<file path="src/rtl/cpu_sequencer.sv">
// cpu_sequencer: multicycle control FSM for a single-issue datapath.
// Steps one instruction through FETCH, DECODE, OPERAND (direct mode only),
// EXECUTE and WRITEBACK. It owns the instruction register and drives the
// operand/ALU mux selects, the RAM handshake and the GPR/PC strobes.
//
// Optional feature: define SEQ_TIMEOUT_EN to enable a RAM wait watchdog that
// forces FAULT after MEM_TIMEOUT consecutive unanswered request cycles.
// With SEQ_TIMEOUT_EN undefined, requests wait indefinitely.
module cpu_sequencer #(
    parameter int MEM_TIMEOUT = 15
) (
    input  logic        clk,
    input  logic        rst_n,
    input  logic        start,
    input  logic        halt_req,
    input  logic [31:0] mem_rdata,
    input  logic        mem_ready,
    input  logic        cond_flag,
    output logic        mem_req,
    output logic        mem_we,
    output logic [1:0]  mem_addr_sel,
    output logic [31:0] ir,
    output logic [1:0]  mode,
    output logic        store,
    output logic        branch,
    output logic        alu_en,
    output logic        gpr_we,
    output logic        pc_inc,
    output logic        pc_load,
    output logic [2:0]  state,
    output logic        busy,
    output logic        fault
);

    // The encodings are visible on the state port, so they are fixed here.
    typedef enum logic [2:0] {
        S_IDLE      = 3'd0,
        S_FETCH     = 3'd1,
        S_DECODE    = 3'd2,
        S_OPERAND   = 3'd3,
        S_EXECUTE   = 3'd4,
        S_WRITEBACK = 3'd5,
        S_HALT      = 3'd6,
        S_FAULT     = 3'd7
    } state_t;

    // RAM address source select values.
    localparam logic [1:0] ADDR_PC    = 2'b00;
    localparam logic [1:0] ADDR_OPND  = 2'b01;
    localparam logic [1:0] ADDR_STORE = 2'b10;

    localparam logic [3:0] OPC_HALT    = 4'hF;
    localparam logic [1:0] MODE_DIRECT = 2'b01;

    // The watchdog threshold must fit the documented 1..255 range.
    if (MEM_TIMEOUT < 1 || MEM_TIMEOUT > 255) begin : g_bad_timeout
        $error("cpu_sequencer: MEM_TIMEOUT must be in 1..255");
    end

    state_t      state_q, state_d;
    logic [31:0] ir_q, ir_d;
    logic        cond_q, cond_d;
    logic        fault_q, fault_d;

    // Instruction field views of the registered IR.
    logic [3:0]  ir_opcode;
    logic [1:0]  ir_mode;
    logic        ir_store;
    logic        ir_branch;
    logic        active;

    assign ir_opcode = ir_q[31:28];
    assign ir_mode   = ir_q[27:26];
    assign ir_store  = ir_q[25];
    assign ir_branch = ir_q[24];

    // DECODE..WRITEBACK are the states in which IR fields steer the datapath.
    assign active = (state_q == S_DECODE)  || (state_q == S_OPERAND) ||
                    (state_q == S_EXECUTE) || (state_q == S_WRITEBACK);

`ifdef SEQ_TIMEOUT_EN
    localparam int WAIT_W = $clog2(MEM_TIMEOUT + 1);
    localparam logic [WAIT_W-1:0] WAIT_LAST = WAIT_W'(MEM_TIMEOUT - 1);

    logic [WAIT_W-1:0] wait_q, wait_d;
    logic              timeout_hit;

    // The wait cycle that would bring the count up to MEM_TIMEOUT is the last one
    // allowed. An answer arriving in that cycle still wins over the fault.
    assign timeout_hit = mem_req && !mem_ready && (wait_q == WAIT_LAST);
`endif

    // Moore-style output decode from the registered state, IR and condition.
    // pc_inc is the one exception: it marks the cycle a fetch completes, so
    // the PC advances in step with the IR load.
    always_comb begin
        mem_req      = 1'b0;
        mem_we       = 1'b0;
        mem_addr_sel = ADDR_PC;
        alu_en       = 1'b0;
        gpr_we       = 1'b0;
        pc_inc       = 1'b0;
        pc_load      = 1'b0;
        mode         = 2'b00;
        store        = 1'b0;
        branch       = 1'b0;
        busy         = 1'b0;

        case (state_q)
            S_FETCH: begin
                mem_req      = 1'b1;
                mem_addr_sel = ADDR_PC;
                pc_inc       = mem_ready;
                busy         = 1'b1;
            end
            S_DECODE: begin
                busy = 1'b1;
            end
            S_OPERAND: begin
                mem_req      = 1'b1;
                mem_addr_sel = ADDR_OPND;
                busy         = 1'b1;
            end
            S_EXECUTE: begin
                alu_en = 1'b1;
                busy   = 1'b1;
            end
            S_WRITEBACK: begin
                busy = 1'b1;
                if (ir_store) begin
                    mem_req      = 1'b1;
                    mem_we       = 1'b1;
                    mem_addr_sel = ADDR_STORE;
                end else if (ir_branch) begin
                    pc_load = cond_q;
                end else begin
                    gpr_we = 1'b1;
                end
            end
            default: begin
            end
        endcase

        // Outside active states the mux selects fall back to GPR routing.
        if (active) begin
            mode   = ir_mode;
            store  = ir_store;
            branch = ir_branch;
        end
    end

    // Next-state, IR load, branch-condition latch and sticky fault.
    always_comb begin
        state_d = state_q;
        ir_d    = ir_q;
        cond_d  = cond_q;
        fault_d = fault_q;

        case (state_q)
            S_IDLE: begin
                if (start) begin
                    state_d = S_FETCH;
                end
            end
            S_FETCH: begin
                if (mem_ready) begin
                    ir_d    = mem_rdata;
                    state_d = S_DECODE;
                end
            end
            S_DECODE: begin
                if (ir_opcode == OPC_HALT) begin
                    state_d = S_HALT;
                end else if (ir_store && ir_branch) begin
                    state_d = S_FAULT;
                end else if (ir_mode == MODE_DIRECT) begin
                    state_d = S_OPERAND;
                end else begin
                    state_d = S_EXECUTE;
                end
            end
            S_OPERAND: begin
                if (mem_ready) begin
                    state_d = S_EXECUTE;
                end
            end
            S_EXECUTE: begin
                cond_d  = cond_flag;
                state_d = S_WRITEBACK;
            end
            S_WRITEBACK: begin
                if (!ir_store || mem_ready) begin
                    state_d = halt_req ? S_HALT : S_FETCH;
                end
            end
            S_HALT: begin
                if (start) begin
                    state_d = S_FETCH;
                end
            end
            S_FAULT: begin
                state_d = S_FAULT;
            end
            default: begin
                state_d = S_FAULT;
            end
        endcase

`ifdef SEQ_TIMEOUT_EN
        if (timeout_hit) begin
            state_d = S_FAULT;
        end
`endif

        if (state_d == S_FAULT) begin
            fault_d = 1'b1;
        end
    end

`ifdef SEQ_TIMEOUT_EN
    // Wait counter: counts unanswered request cycles, restarts on an answer,
    // whenever no request is outstanding, and on every state change.
    always_comb begin
        wait_d = wait_q;
        if (!mem_req || mem_ready || (state_d != state_q)) begin
            wait_d = '0;
        end else begin
            wait_d = wait_q + WAIT_W'(1);
        end
    end

    // Wait counter register with synchronous active-low reset.
    always_ff @(posedge clk) begin
        if (!rst_n) begin
            wait_q <= '0;
        end else begin
            wait_q <= wait_d;
        end
    end
`endif

    // Architectural state registers with synchronous active-low reset.
    always_ff @(posedge clk) begin
        if (!rst_n) begin
            state_q <= S_IDLE;
            ir_q    <= '0;
            cond_q  <= 1'b0;
            fault_q <= 1'b0;
        end else begin
            state_q <= state_d;
            ir_q    <= ir_d;
            cond_q  <= cond_d;
            fault_q <= fault_d;
        end
    end

    assign ir    = ir_q;
    assign state = state_q;
    assign fault = fault_q;

endmodule

</file>
<file path="config.mk">
export PLATFORM = sky130hd
export DESIGN_NAME = cpu_sequencer
export DESIGN_NICKNAME = d
export VERILOG_FILES = /design/src/rtl/cpu_sequencer.sv
export SDC_FILE = /design/constraint.sdc
export NUM_CORES = 1
export LEC_CHECK = 0
export ABC_CLOCK_PERIOD_IN_PS = 3500
export CORE_AREA = 10 10 86 88
export DETAILED_ROUTE_END_ITERATION = 8
export DIE_AREA = 0 0 96 98
export SLEW_MARGIN = 20
export SYNTH_ARGS = -nofsm -noshare
export SYNTH_HDL_FRONTEND = slang
export SYNTH_SLANG_ARGS = --single-unit
</file>
<file path="constraint.sdc">
create_clock -name clk -period 3.5 [get_ports clk]
set_input_delay 0.875 -clock clk [delete_from_list [all_inputs] [get_ports clk]]
set_output_delay 0.875 -clock clk [all_outputs]
set_load 0.03 [all_outputs]
</file>
==> impl_metrics.ini, run 1 <==
[setup_path]
cp.arrival_ns = 2.11
r2r_cells = 6
crit_required_ns = 2.62
cp-start-kind = register
crit_type = reg2out
critPathMaxFanout = 14
cp-end-kind = output port

[yosys]
netlist_instances = 203
synth.yosys.warnings = 0
synth-async-reset-ratio = 0
synth.distinct_cells = 31
seq_area_frac_synth = 0.449
synth_area_um2 = 1650
yosys_most_used_dff = dfxtp_1
avgSynthCellArea_um2 = 8.13
synth_edf_count = 0
synthesis.nets = 241
synth-seq-cells = 37

[floorplan]
ioPinCount = 87
die-area_um2 = 9410
start_util = 0.287
coreArea_um2 = 5750
chipWidth_um = 96
rows = 28
dieHeight_um = 98

[cells_and_area]
areaGrowthSynthToFinish_pct = 59.9
fin_util = 0.459
final_area_um2 = 2640
drive_gt1_frac = 0.0702
final.fill_count = 598
antennaDiodeCount = 0
final_net_count = 322

[detailed_routing]
vias = 1609
drt_iter0_drc = 64
remaining_drc_errors = 0
via_per_inst = 4.47
first_pass_iters = 4
wirelength_mm = 5.01
ant_nets = 0
wl_per_cell_um = 13.9

[hold_path]
worstHoldPathCells = 2
hold_class = reg2reg

[global_route]
grt_usage = 0.107
antenna_found_initial = 0
grt_pass1_wl_mm = 8.11
grt_pass1_vias = 1583
grt_max_degree = 37
overflow = 0

[clock_tree]
hold_buffers = 0
cts_tree = done
tritoncts.num_buffers = 5
cts_post_setup_buffers_inserted = 0
htree_levels = 2
path_clk_slew_ns = 0.07
cts_max_path_buffers = 2
cts.sinks = 37
cts-resized-gates = 0
insertion_delay_ns = 0.28
cts_root_buf = clkbuf_8

[timing]
tns_ns = 0
finalSetupViolations = 0
drv_slew = 0
clock.fmax_ghz = 0.335
fin_crit_sh = 0.853
clock_skew_ns = 0.00660
worstMarginPinSlew_ns = 0.463
max_slew_margin = 0.691
period_minus_slack_ns = 2.98
rsz0062_at_grt = false
final_hold_viol_count = 0

[pwr]
peakVddDrop_v = 0.000180
powerDensity_nw_per_um2 = 408
power.leakage_nw = 0.915
total_power_mw = 1.08

[place]
io_buffers = 86
place_congestion = 0.776
placed_cell_area_um2 = 2540
post-dp-hpwl_mm = 3.69

[run_status]
status = finished, final reports clean

[flow_run]
max_cap_viol_count = 0
==> cell usage after synthesis, drive strengths merged, types with 2 or more instances <==
| cell type | count | area share |
|---|---|---|
| nor3 | 5 | 0.015 |
| inv | 6 | 0.014 |
| nor2b | 4 | 0.015 |
| a21oi | 5 | 0.015 |
| a31oi | 3 | 0.011 |
| o22ai | 3 | 0.011 |
| clkbuf | 6 | 0.014 |
| o21ai | 2 | 0.0061 |
| dfxtp | 37 | 0.45 |
| a21boi | 33 | 0.15 |
| and2 | 4 | 0.015 |
| nand2 | 70 | 0.16 |
| nor2 | 4 | 0.0091 |
| buf | 9 | 0.039 |
==> cell type report <==
class	count	area [um^2]	share of cell area
Multi-Input combinational cell	145	800	0.303
Timing Repair Buffer	89	881	0.334
Clock inverter	1	5.00	0.00190
Sequential cell	37	741	0.281
Inverter	6	22.5	0.00853
Tap cell	75	93.8	0.0356
Clock buffer	7	96.3	0.0365
==> final timing paths <==
kind | to | from | slack, ns
worst max-delay path | pc_load | state[2] | 0.52
worst min-delay path | ir[17] | ir[17] | 0.46
worst max register to register | fault | state[2] | 1.49
worst min register to register | ir[17] | ir[17] | 0.46
==> stage by stage <==
stage / hold WS (ns) / instances / worst slack [ns]
2_1_floorplan: 0.482 / 203 / 1.03
3_3_place_gp: 0.440 / 352 / 0.826
3_5_place_dp: 0.455 / 352 / 0.817
4_1_cts: 0.465 / 360 / 0.528
5_1_grt: 0.487 / 360 / 0.388
6_report: 0.458 / 360 / 0.516
==> registers in the layout, summed over array words and instances, names as in the netlist <==
| name | cells |
|---|---|
| ir | 32 |
| state | 3 |
| cond_q | 1 |
| fault | 1 |
==> layout by cell type, fill, tap and decap left out, types with 2 or more instances in the layout <==
master / count
a21boi_0: 29
a21boi_1: 4
a21oi_1: 5
a31oi_1: 3
and2_1: 4
buf_4: 4
clkbuf_8: 7
clkdlybuf4s50_1: 85
dfxtp_1: 37
inv_1: 4
inv_2: 2
nand2_1: 69
nor2_1: 4
nor2b_1: 4
nor3_1: 5
o21ai_0: 2
o22ai_1: 3
==> per-layer routing <==
metal  vias up  routed length (um)  track usage
met5         -                   0            0
met4         0                  54       0.0306
met3         6                 617       0.0498
met2        60                2190        0.163
met1       716                2160        0.130
li1        827                   -            -
==> power by group <==
part	switching, mW	internal, mW	total, mW	leakage (nW)
clock network	0.144	0.178	0.322	0.0542
logic	0.153	0.127	0.280	0.560
registers	0.0264	0.447	0.473	0.301
total	0.324	0.752	1.08	0.915
==> critical path, stage by stage, from the launching register on <==
cell and delay (ns):
dfxtp_1 0.61, nand3b_1 0.27, nor3_1 0.24, clkdlybuf4s50_1 0.70
==> cells by family (layout without fill, tap and decap cells) <==
| group | after synthesis | after routing | share of synthesized area |
|---|---|---|---|
| buf+inv | 21 | 103 | 0.0667 |
| mux | 1 | 1 | 0.00607 |
| flops | 37 | 37 | 0.449 |
| compound gates | 48 | 48 | 0.206 |
| xor+xnor | 1 | 1 | 0.00531 |
| simple gates | 95 | 95 | 0.267 |
Note: power is estimated with default switching activity, not from simulation.
==> run 2: changes to the inputs <==
--- a/config.mk
+++ b/config.mk
@@ -8,5 +8,6 @@
 export ABC_CLOCK_PERIOD_IN_PS = 3500
-export CORE_AREA = 10 10 86 88
+export CORE_AREA = 10 10 74 76
 export DETAILED_ROUTE_END_ITERATION = 8
-export DIE_AREA = 0 0 96 98
+export DIE_AREA = 0 0 84 86
+export PLACE_DENSITY = 0.83
 export SLEW_MARGIN = 20
==> constraint.sdc (replaced) <==
create_clock -name clk -period 3.5 [get_ports clk]
set_input_delay 0.35 -clock clk [delete_from_list [all_inputs] [get_ports clk]]
set_output_delay 0.35 -clock clk [all_outputs]
set_load 0.03 [all_outputs]
==> impl_metrics.ini, run 2 (synthesis gave the netlist of run 1 again) <==
[setup_path]
r2r_cells = 6
timing.rr.start = state[2]
crit_required_ns = 3.15
crit_type = reg2out
cp-start-kind = register
cp-end-kind = output port
critPathMaxFanout = 14
critPathSlowestCell = clkdlybuf4s50_1
r2r_setup_slack_ns = 1.55
slowest_delay_ns = 0.70
cp-endpoint = pc_load
cp.arrival_ns = 2.07
worstReg2RegEnd = ir[23]
startpoint = state[2]
cp_cell_sequence = nand3b_1, nor3_1, clkdlybuf4s50_1

[detailed_routing]
first_pass_iters = 4
wl_per_cell_um = 14.6
remaining_drc_errors = 0
ant_nets = 0
via_per_inst = 4.87
drt_iter0_drc = 104
vias = 1630
wirelength_mm = 4.89

[timing]
fin_crit_sh = 0.690
drv_slew = 0
tns_ns = 0
rsz0062_at_grt = false
clock.fmax_ghz = 0.414
clock_skew_ns = 0.00123
finalSetupViolations = 0
worstMarginPinSlew_ns = 0.424
max_slew_margin = 0.717
timing.hold.ws_ns = 0.452
period_minus_slack_ns = 2.42
setup_ws_ns = 1.08
final_hold_viol_count = 0

[global_route]
grt_max_degree = 37
grt_pass1_vias = 1588
antenna_found_initial = 0
grt_usage = 0.133
grt_pass1_wl_mm = 7.93
overflow = 0

[clock_tree]
cts.sinks = 37
hold_buffers = 0
htree_levels = 2
path_clk_slew_ns = 0.07
cts_tree = done
cts_post_setup_buffers_inserted = 0
tritoncts.num_buffers = 5
cts-resized-gates = 0
insertion_delay_ns = 0.28
cts_root_buf = clkbuf_8
cts_max_path_buffers = 2

[floorplan]
die-area_um2 = 7220
chipWidth_um = 84
rows = 23
coreArea_um2 = 3970
start_util = 0.416
dieHeight_um = 86
ioPinCount = 87

[cells_and_area]
final.fill_count = 374
areaGrowthSynthToFinish_pct = 56.7
layout.cells.non_filler = 335
largest_reg_flops = 32
drive_gt1_frac = 0.0596
layout_commonest_cell = clkdlybuf4s50_1
final_area_um2 = 2590
final_net_count = 322
antennaDiodeCount = 0
layout_common_cells = clkdlybuf4s50_1 (85), nand2_1 (69), dfxtp_1 (37), a21boi_0 (29)

[place]
io_buffers = 86
dpl.cell_count = 327
place_congestion = 0.817
placed_cell_area_um2 = 2510
post-dp-hpwl_mm = 3.72
post-place-ws_ns = 1.27

[hold_path]
hold_class = reg2reg

[pwr]
powerDensity_nw_per_um2 = 396
power.leakage_nw = 0.900
peakVddDrop_v = 0.000252

[run_status]
status = finished, final reports clean

[flow_run]
max_cap_viol_count = 0
-- run 2: changes by cell type in the layout (fill, tap and decap cells not counted), sizes merged --
cell,before,now
clkbuf,7,8
clkinv,1,0
-- run 2: worst max-delay path: cells and delay by family, from the launching register on --
kind          cells  cell delay, ns
flops             1            0.58
buf+inv           1            0.70
simple gates      2            0.51
-- run 2: cell type report --
cell class / instances / area [um^2] / share of cell area
Timing Repair Buffer: 89 / 881 / 0.341
Multi-Input combinational cell: 145 / 800 / 0.309
Sequential cell: 37 / 741 / 0.286
Clock buffer: 8 / 80.1 / 0.0310
Tap cell: 50 / 62.6 / 0.0242
Inverter: 6 / 22.5 / 0.00871
-- run 2: stage by stage --
step | util | power [mW]
final | 0.651 | 1.02
after global routing | 0.651 | 1.09
after CTS | 0.651 | 1.04
after detailed placement | 0.631 | 0.764
after global placement | 0.631 | 0.759
after floorplan | - | 0.640
-- run 2: worst min-delay path by stage --
stage                       from     end  slack (ns)  cells after the start
after floorplan           cond_q  cond_q        0.48                      2
after global placement     ir[3]   ir[3]        0.44                      2
after detailed placement   ir[3]   ir[3]        0.45                      2
after CTS                  ir[3]   ir[3]        0.46                      2
after global routing      ir[17]  ir[17]        0.48                      2
final                      ir[3]   ir[3]        0.45                      2
-- run 2: routing by layer --
metal | vias up | global-route usage | wire length (um)
li1 | 827 | - | -
met4 | 0 | 0.0350 | 33
met5 | - | 0 | 0
met3 | 5 | 0.0833 | 538
met1 | 734 | 0.134 | 1890
met2 | 64 | 0.226 | 2420
-- run 2: report_power, final --
group          total [mW]  switching (mW)  internal (mW)
Combinational       0.279           0.152          0.127
Clock               0.273           0.132          0.141
Sequential          0.473          0.0253          0.447
